[src/rtl/reg_dump.sv]
// Streams NUM_REGS 32-bit register-file words as little-endian bytes over a valid/ready port.
// Define REG_DUMP_CHECKSUM_EN to append an 8-bit XOR checksum byte after the last register.
module reg_dump #(
    parameter int NUM_REGS = 32
) (
    input  logic        clk,
    input  logic        rst,
    input  logic        start,
    output logic [4:0]  rd_addr,
    input  logic [31:0] rd_data,
    output logic [7:0]  tx_data,
    output logic        tx_valid,
    input  logic        tx_ready,
    output logic        busy,
    output logic        done
);

    typedef enum logic [2:0] {
        IDLE,
        LOAD,
        SEND,
`ifdef REG_DUMP_CHECKSUM_EN
        CHK,
`endif
        DONE
    } state_t;

    localparam logic [4:0] LAST_ADDR = 5'(NUM_REGS - 1);

    state_t      r_state;
    state_t      w_next;
    logic [4:0]  r_addr;
    logic [31:0] r_shift;
    logic [1:0]  r_idx;
    logic        w_xfer;
    logic        w_last_byte;
    logic        w_last_reg;
`ifdef REG_DUMP_CHECKSUM_EN
    logic [7:0]  r_csum;
`endif

    assign w_xfer      = tx_valid && tx_ready;
    assign w_last_byte = (r_idx == 2'd3);
    assign w_last_reg  = (r_addr == LAST_ADDR);
    assign rd_addr     = r_addr;

    // NOTE: every signal assigned here gets a default first, so no latch can be inferred.
    always_comb begin
        w_next   = r_state;
        tx_valid = 1'b0;
        busy     = 1'b1;
        done     = 1'b0;
        tx_data  = r_shift[7:0];
        case (r_state)
            IDLE: begin
                busy = 1'b0;
                if (start) w_next = LOAD;
            end
            LOAD: w_next = SEND;
            SEND: begin
                tx_valid = 1'b1;
                if (w_xfer && w_last_byte) begin
`ifdef REG_DUMP_CHECKSUM_EN
                    w_next = w_last_reg ? CHK : LOAD;
`else
                    w_next = w_last_reg ? DONE : LOAD;
`endif
                end
            end
`ifdef REG_DUMP_CHECKSUM_EN
            CHK: begin
                tx_valid = 1'b1;
                tx_data  = r_csum;
                if (w_xfer) w_next = DONE;
            end
`endif
            DONE: begin
                busy   = 1'b0;
                done   = 1'b1;
                w_next = IDLE;
            end
            default: w_next = IDLE;
        endcase
    end

    // NOTE: state uses non-blocking assignments so every register sees pre-edge values.
    always_ff @(posedge clk or posedge rst) begin
        if (rst) begin
            r_state <= IDLE;
            r_addr  <= 5'd0;
            r_shift <= 32'd0;
            r_idx   <= 2'd0;
`ifdef REG_DUMP_CHECKSUM_EN
            r_csum  <= 8'd0;
`endif
        end else begin
            r_state <= w_next;
            case (r_state)
                IDLE: begin
                    if (start) begin
                        r_addr <= 5'd0;
                        r_idx  <= 2'd0;
`ifdef REG_DUMP_CHECKSUM_EN
                        r_csum <= 8'd0;
`endif
                    end
                end
                LOAD: begin
                    r_shift <= rd_data;
                    r_idx   <= 2'd0;
                end
                SEND: begin
                    if (w_xfer) begin
                        // Shift right so the next little-endian byte lands in bits 7:0.
                        r_shift <= {8'h00, r_shift[31:8]};
                        r_idx   <= r_idx + 2'd1;
`ifdef REG_DUMP_CHECKSUM_EN
                        r_csum  <= r_csum ^ r_shift[7:0];
`endif
                        if (w_last_byte && !w_last_reg) r_addr <= r_addr + 5'd1;
                    end
                end
                default: ;
            endcase
        end
    end

endmodule

[config.mk]
export PLATFORM = sky130hd
export DESIGN_NAME = reg_dump
export DESIGN_NICKNAME = d
export VERILOG_FILES = /design/src/rtl/reg_dump.sv
export SDC_FILE = /design/constraint.sdc
export NUM_CORES = 1
export LEC_CHECK = 0
export BUFFER_PORTS_ARGS = -buffer_cell sky130_fd_sc_hd__buf_2
export CORE_AREA = 3 3 66 68
export CTS_CLUSTER_DIAMETER = 150
export DETAILED_ROUTE_END_ITERATION = 12
export DIE_AREA = 0 0 69 71
export GPL_ROUTABILITY_DRIVEN = 0
export PLACE_DENSITY_LB_ADDON = 0.08
export SYNTH_ARGS = -nofsm -noshare
export SYNTH_HDL_FRONTEND = slang
export SYNTH_SLANG_ARGS = --single-unit
[constraint.sdc]
create_clock -name clk -period 3 [get_ports clk]
set_clock_uncertainty 0.1 [all_clocks]
set_input_delay 0.3 -clock clk [delete_from_list [all_inputs] [get_ports clk]]
set_output_delay 0.3 -clock clk [all_outputs]
set_load 0.1 [all_outputs]
==> results of run 1 <==
==> power groups by stage <==
stage	sequential [mW]	clock [mW]	combinational, mW
CTS	0.936	0.344	1.63
detailed placement	0.948	0	1.63
floorplan	0.983	0	1.42
global placement	0.929	0	1.62
finish	0.934	0.333	1.62
global route	0.969	0.367	1.74
==> layout make-up <==
cell class                      instances  area (µm²)
Clock buffer                            5        68.8
Clock inverter                          1        5.00
Fill cell                             356        1430
Inverter                                7        26.3
Multi-Input combinational cell        147        1010
Sequential cell                        41        1030
Tap cell                               50        62.6
Timing Repair Buffer                   55         285
==> registers in the layout (all words and copies together), names as in the netlist <==
signal and flops:
r_shift 32, r_state 2, r_idx 2, rd_addr 5
==> layout by cell type (no fill, tap or decap), types with 2 or more instances in the layout <==
cell type  netlist  routed
o211ai_1         2       2
o21ai_0         23      23
o21ai_1          3       3
mux2i_1         27      26
buf_4           13       4
nand2b_1         4       4
o31ai_1          2       2
nor2_1           2       2
clkbuf_8         0       5
dfrtp_1         41      41
o22ai_1          7       7
nand3_1          2       2
ha_1             7       6
nand2_1         38      38
a21boi_0         8       8
inv_1            7       7
o221ai_1         2       2
buf_2            7      51
nor2b_1          2       2
or2_2            2       2
==> stage by stage <==
stage | cells | util, % | instance area, µm² | power (mW) | worst slack [ns]
after floorplan | 216 | - | 2190 | 2.40 | 0.425
after global placement | 300 | 61.7 | 2410 | 2.55 | 0.759
after detailed placement | 300 | 61.7 | 2410 | 2.58 | 0.643
after CTS | 306 | 63.6 | 2490 | 2.91 | 0.630
after global routing | 306 | 63.6 | 2490 | 3.08 | 0.418
final | 306 | 63.6 | 2490 | 2.88 | 0.644
==> per-layer routing <==
layer	wire [µm]	part of all wire, %	global-route usage, %	vias up
met3	243	5.8	5.26	6
met2	1850	44	27.9	41
met1	2010	48	25.6	757
li1	-	-	-	831
met4	68	1.6	6.51	0
met5	0	0	0	-
==> kinds of logic after synthesis <==
family / count (synthesis) / synth area share (%)
compound gates: 54 / 16.0
fa+ha+maj: 7 / 4.00
buf+inv: 28 / 7.44
flops: 41 / 46.9
mux: 28 / 12.9
simple gates: 58 / 12.8
==> final timing paths <==
check	cells past startpoint	start	to
min reg2reg	2	r_shift[6]$_DFFE_PP0P_	r_shift[6]$_DFFE_PP0P_
max in group asynchronous	3	rst	rd_addr[2]$_DFFE_PP0P_
min in group clk	3	rd_data[8]	r_shift[8]$_DFFE_PP0P_
max reg2reg	6	r_state[0]$_DFFE_PP0P_	r_shift[22]$_DFFE_PP0P_
min	2	rst	r_shift[2]$_DFFE_PP0P_
max	6	r_state[0]$_DFFE_PP0P_	r_shift[22]$_DFFE_PP0P_
==> worst max-delay path, cell delays in order, from the launching register on <==
cell and delay [ns]:
dfrtp_1 0.42, inv_1 0.14, ha_2 0.57, buf_4 0.41
inv_1 0.23, a21boi_0 0.23, o21ai_0 0.11
==> key figures, run 1 <==
Timing
  – Setup Viol. Count Final: 0
  – Worst-Margin Slew: 0.956 ns
  – Max Slew Vio Count: 0
  – Fmax achieved: 0.425 GHz
  – Slew HR: 36.2%
  – Hold WS: 0.116 ns
  – Final Critical Period: 2.36 ns
  – Final Cycle Share: 78.5%
  – Setup tns final: 0 ns
  – Unrepaired setup endpoints after global routing: false
  – Final hold viol count: 0

CTS
  – Clock sinks: 41
  – Hold-fix buffers, CTS: 0
  – Setup Buffers After CTS: 0
  – Total CTS buffers: 5
  – Clk buf depth: 2
  – Clock slew at reported path FFs: 0.07 ns
  – H-tree levels: 2
  – Root cell of the clock tree: clkbuf_8
  – CTS tree: yes
  – Post-cts repair resize count: 0
  – Clk_lat worst skew: 0.29 ns

Power and ir drop
  – Switch Pwr: 1.48 mW
  – Leakage power total: 1.19 nW
  – Pint: 1.40 mW
  – Pwr dens: 1160 mW/mm²
  – Part of the power in registers: 32.4%
  – Worst VDD drop: 521 µV
  – Clock share of power: 11.5%
  – Sw Share: 51.5%
  – Comb power frac: 56.1%

Die
  – Initial core utilization: 55.9%
  – Die Area: 0.00490 mm²
  – Core footprint: 0.00391 mm²
  – Ports: 52
  – Die span in x: 69 µm
  – Die Span Y: 71 µm
  – Rows: 23

Run
  – Max-Cap Viols: 0

Cells and area
  – Layout net count: 300
  – Share of layout cells above drive strength 1: 26.2%
  – Area growth, synth to finish: 13.7%
  – N_diodes: 0

Logic synthesis
  – Post-synth top cells: 41 x dfrtp_1, 38 x nand2_1, 27 x mux2i_1, 23 x o21ai_0, 13 x buf_4
  – #FFs+latches synth: 41
  – Number of library cell types mapped by synthesis: 36
  – Average cell area after synthesis: 10.1 µm²
  – Synth Cell Area: 0.00219 mm²
  – Asr flop ratio synth: 100%
  – Most common cell in the synthesized netlist: dfrtp_1
  – Top-area cell type share of the netlist area: 46.9%
  – Syn Nets: 259
  – Synth top area cells: dfrtp_1 47%, mux2i_1 12%, nand2_1 6.5%, o21ai_0 5.3%, buf_4 4.5%
  – Area leader, netlist: dfrtp_1
  – Top FF cell, synth: dfrtp_1
  – Number of flops mapped to enable cells by yosys: 0
  – Ys Warns: 0
  – Gate count of the mapped netlist: 216
  – Sequential area share after synthesis: 46.9%

Global route
  – Total grt overflow: 0
  – Vias in the first global route: 1551
  – Initial antenna violation count: 0
  – Pin count of the biggest net entering global routing: 50
  – First-pass GRT wire length: 7250 µm
  – Gr usage total: 18.5%

Detailed routing
  – First-pass DRT Iterations: 4
  – Routed via count: 1635
  – DRC Markers: 0
  – First-iteration detailed-routing DRC count: 93
  – Antenna-violating nets left: 0
  – Wirelength per Cell: 13.6 µm
  – Via density: 5.34
  – WL final: 4170 µm

Worst setup path
  – Critical path data arrival time: 2.41 ns
  – Data required time of the worst path: 3.06 ns
  – CP Launch Type: flop
  – Critical path capture point type: flop
  – Crit-path max FO: 28
  – Reg2Reg Setup Slack: 0.64 ns
  – Critical path class: reg2reg

Outcome
  – Status: finished clean

Hold path
  – Min-Delay Path Class: in2async

Place
  – HPWL after detailed placement: 3040 µm
  – Buffers on Ports: 51
(Power assumes the default switching activity.)
==> run 2, diff against run 1 <==
--- a/config.mk
+++ b/config.mk
@@ -6,10 +6,10 @@
 export NUM_CORES = 1
 export LEC_CHECK = 0
 export BUFFER_PORTS_ARGS = -buffer_cell sky130_fd_sc_hd__buf_2
-export CORE_AREA = 3 3 66 68
+export CORE_AREA = 3 3 72 74
 export CTS_CLUSTER_DIAMETER = 150
 export DETAILED_ROUTE_END_ITERATION = 12
-export DIE_AREA = 0 0 69 71
+export DIE_AREA = 0 0 75 77
 export GPL_ROUTABILITY_DRIVEN = 0
 export PLACE_DENSITY_LB_ADDON = 0.08
 export SYNTH_ARGS = -nofsm -noshare
==> constraint.sdc (replaced) <==
create_clock -name clk -period 2.1 [get_ports clk]
set_clock_uncertainty 0.1 [all_clocks]
set_input_delay 0.21 -clock clk [delete_from_list [all_inputs] [get_ports clk]]
set_output_delay 0.21 -clock clk [all_outputs]
set_load 0.1 [all_outputs]
==> key figures, run 2 (synthesis results as in run 1) <==
Worst setup path
  – Critical path data arrival time: 2.14 ns (was 2.41 ns)
  – Slowest stage cell, crit path: dfrtp_4 (was ha_2)
  – RR Startpoint: rd_addr[0]$_DFFE_PP0P_ (was r_state[0]$_DFFE_PP0P_)
  – CP Launch Type: flop (unchanged)
  – CP endpoint: rd_addr[1]$_DFFE_PP0P_ (was r_shift[22]$_DFFE_PP0P_)
  – Critical path class: reg2reg (unchanged)
  – Crit path cell chain: ha_4, and3_4, ha_4, nand3b_4, a211oi_4, buf_4, mux2i_2 (was inv_1, ha_2, buf_4, inv_1, a21boi_0, o21ai_0)
  – R2r endpoint: rd_addr[1]$_DFFE_PP0P_ (was r_shift[22]$_DFFE_PP0P_)
  – Worst Path Buf+Inv: 1 (was 3)
  – Most used cell, CP: ha_4 (was inv_1)
  – Worst path depth: 7 (was 6)
  – Data required time of the worst path: 2.21 ns (was 3.06 ns)
  – Top delay family on crit path: flip-flops (was buffers and inverters)
  – Crit-path max FO: 4 (was 28)
  – Worst reg2reg path depth: 7 (was 6)
  – Reg2Reg Setup Slack: 0.06 ns (was 0.64 ns)
  – Critical Path Start: rd_addr[0]$_DFFE_PP0P_ (was r_state[0]$_DFFE_PP0P_)
  – CP peak stage delay: 0.51 ns (was 0.57 ns)
  – Critical path capture point type: flop (unchanged)

Die
  – Die span in x: 75 µm (was 69 µm)
  – Initial core utilization: 46.9% (was 55.9%)
  – Die Span Y: 77 µm (was 71 µm)
  – Core footprint: 0.00466 mm² (was 0.00391 mm²)
  – Ports: 52 (unchanged)
  – Die Area: 0.00578 mm² (was 0.00490 mm²)
  – Rows: 25 (was 23)

Timing
  – Unrepaired setup endpoints after global routing: false (unchanged)
  – PnR worst setup slack: 0.0648 ns (was 0.644 ns)
  – Fmax achieved: 0.491 GHz (was 0.425 GHz)
  – Max Slew Vio Count: 0 (unchanged)
  – Final Critical Period: 2.04 ns (was 2.36 ns)
  – Setup tns final: 0 ns (unchanged)
  – Hold WS: 0.0839 ns (was 0.116 ns)
  – Final Cycle Share: 96.9% (was 78.5%)
  – Setup Viol. Count Final: 0 (unchanged)
  – Final hold viol count: 0 (unchanged)
  – Worst-Margin Slew: 0.514 ns (was 0.956 ns)
  – Slew HR: 65.7% (was 36.2%)

Power and ir drop
  – Pwr dens: 1680 mW/mm² (was 1160 mW/mm²)
  – Worst VDD drop: 876 µV (was 521 µV)
  – Total power: 4.52 mW (was 2.88 mW)
  – Leakage power total: 1.24 nW (was 1.19 nW)

CTS
  – Clk buf depth: 2 (unchanged)
  – Clock slew at reported path FFs: 0.08 ns (was 0.07 ns)
  – Total CTS buffers: 5 (unchanged)
  – CTS tree: yes (unchanged)
  – Clock sinks: 41 (unchanged)
  – Clk_lat worst skew: 0.29 ns (about the same)
  – H-tree levels: 2 (unchanged)
  – Root cell of the clock tree: clkbuf_8 (unchanged)

Place
  – Placed Instances: 307 (was 300)
  – Buffers on Ports: 51 (unchanged)
  – Place WS: 0.107 ns (was 0.643 ns)
  – Placed cell area: 0.00253 mm² (was 0.00241 mm²)
  – HPWL after detailed placement: 3190 µm (was 3040 µm)

Cells and area
  – Layout net count: 307 (was 300)
  – N_diodes: 0 (unchanged)
  – # fillers: 426 (was 356)
  – Area growth, synth to finish: 22.9% (was 13.7%)
  – Commonest non-fill, non-tap cell in the layout: buf_2 (unchanged)
  – Max reg flops: 32 (unchanged)
  – Share of layout cells above drive strength 1: 31.3% (was 26.2%)
  – Final Non-Filler Cells: 319 (was 306)
  – Most frequent cells in the layout: 50 x buf_2, 38 x nand2_1, 37 x dfrtp_1 (was 51 x buf_2, 41 x dfrtp_1, 38 x nand2_1)
  – Largest register by flop count: r_shift (unchanged)
  – Fin util: 57.7% (was 63.6%)
  – Post-route cell area: 0.00269 mm² (was 0.00249 mm²)

Detailed routing
  – First-pass DRT Iterations: 4 (unchanged)
  – DRC Markers: 0 (unchanged)
  – Routed via count: 1632 (was 1635)
  – WL final: 4440 µm (was 4170 µm)
  – Wirelength per Cell: 13.9 µm (was 13.6 µm)
  – First-iteration detailed-routing DRC count: 80 (was 93)
  – Via density: 5.12 (was 5.34)
  – Antenna-violating nets left: 0 (unchanged)

Global route
  – Gr usage total: 16.2% (was 18.5%)
  – Vias in the first global route: 1539 (was 1551)
  – Pin count of the biggest net entering global routing: 50 (unchanged)
  – First-pass GRT wire length: 7220 µm (was 7250 µm)
  – Total grt overflow: 0 (unchanged)
  – Initial antenna violation count: 0 (unchanged)

Outcome
  – Status: finished clean (unchanged)

Run
  – Max-Cap Viols: 0 (unchanged)

Hold path
  – Min-Delay Path Class: in2reg (was in2async)
run 2: changes by cell type in the layout (fill, tap and decap cells not counted), moves of 2 or more:
cell / change
dfrtp_1: -4
dfrtp_4: +2
dfrtp_2: +2
ha_4: +3
ha_1: -2
buf_12: +3
buf_4: +4
run 2: layout make-up:
class	instances	area, µm²	share of cell area [%]
clock buffer	7	86.3	3.21
timing repair buffer	62	380	14.2
inverter	7	26.3	0.978
sequential	41	1040	38.5
multi-input combinational	147	1060	39.5
clock inverter	1	30.0	1.12
tap	54	67.6	2.51
run 2: worst reg2reg max path, stage by stage, from the launching register on:
cell and delay [ns]:
dfrtp_4 0.51, ha_4 0.18, and3_4 0.18, ha_4 0.16, nand3b_4 0.16, a211oi_4 0.29, buf_4 0.17, mux2i_2 0.20
run 2: layer usage:
metal  global-route usage, %  up-vias  share of wire, %
li1                        -      848                 -
met1                    21.5      740                48
met2                    25.3       40                46
met3                    5.64        4               6.0
met4                    3.74        0              0.65
met5                       0        -                 0
run 2: timing repair:
| action | CTS | global route |
|---|---|---|
| hold endpoints to repair | 41 | 0 |
| setup buffers | 0 | 3 |
| endpoints found under the setup margin | 0 | 1 |
| gates resized for setup | 0 | 1 |
| hold buffers | 1 | 0 |
run 2: power breakdown:
part           switching (mW)  internal, mW
registers               0.197          1.15
clock network           0.272         0.388
logic                    1.71         0.806
run 2: how the worst min path moves through the flow:
stage,start,endpoint,cells after the start
after global routing,rd_data[31],r_shift[31]$_DFFE_PP0P_,2
after global placement,rst,r_shift[3]$_DFFE_PP0P_,3
after detailed placement,rst,r_shift[3]$_DFFE_PP0P_,3
final,rd_data[8],r_shift[8]$_DFFE_PP0P_,3
after CTS,rd_data[31],r_shift[31]$_DFFE_PP0P_,2
after floorplan,rd_data[31],r_shift[31]$_DFFE_PP0P_,1
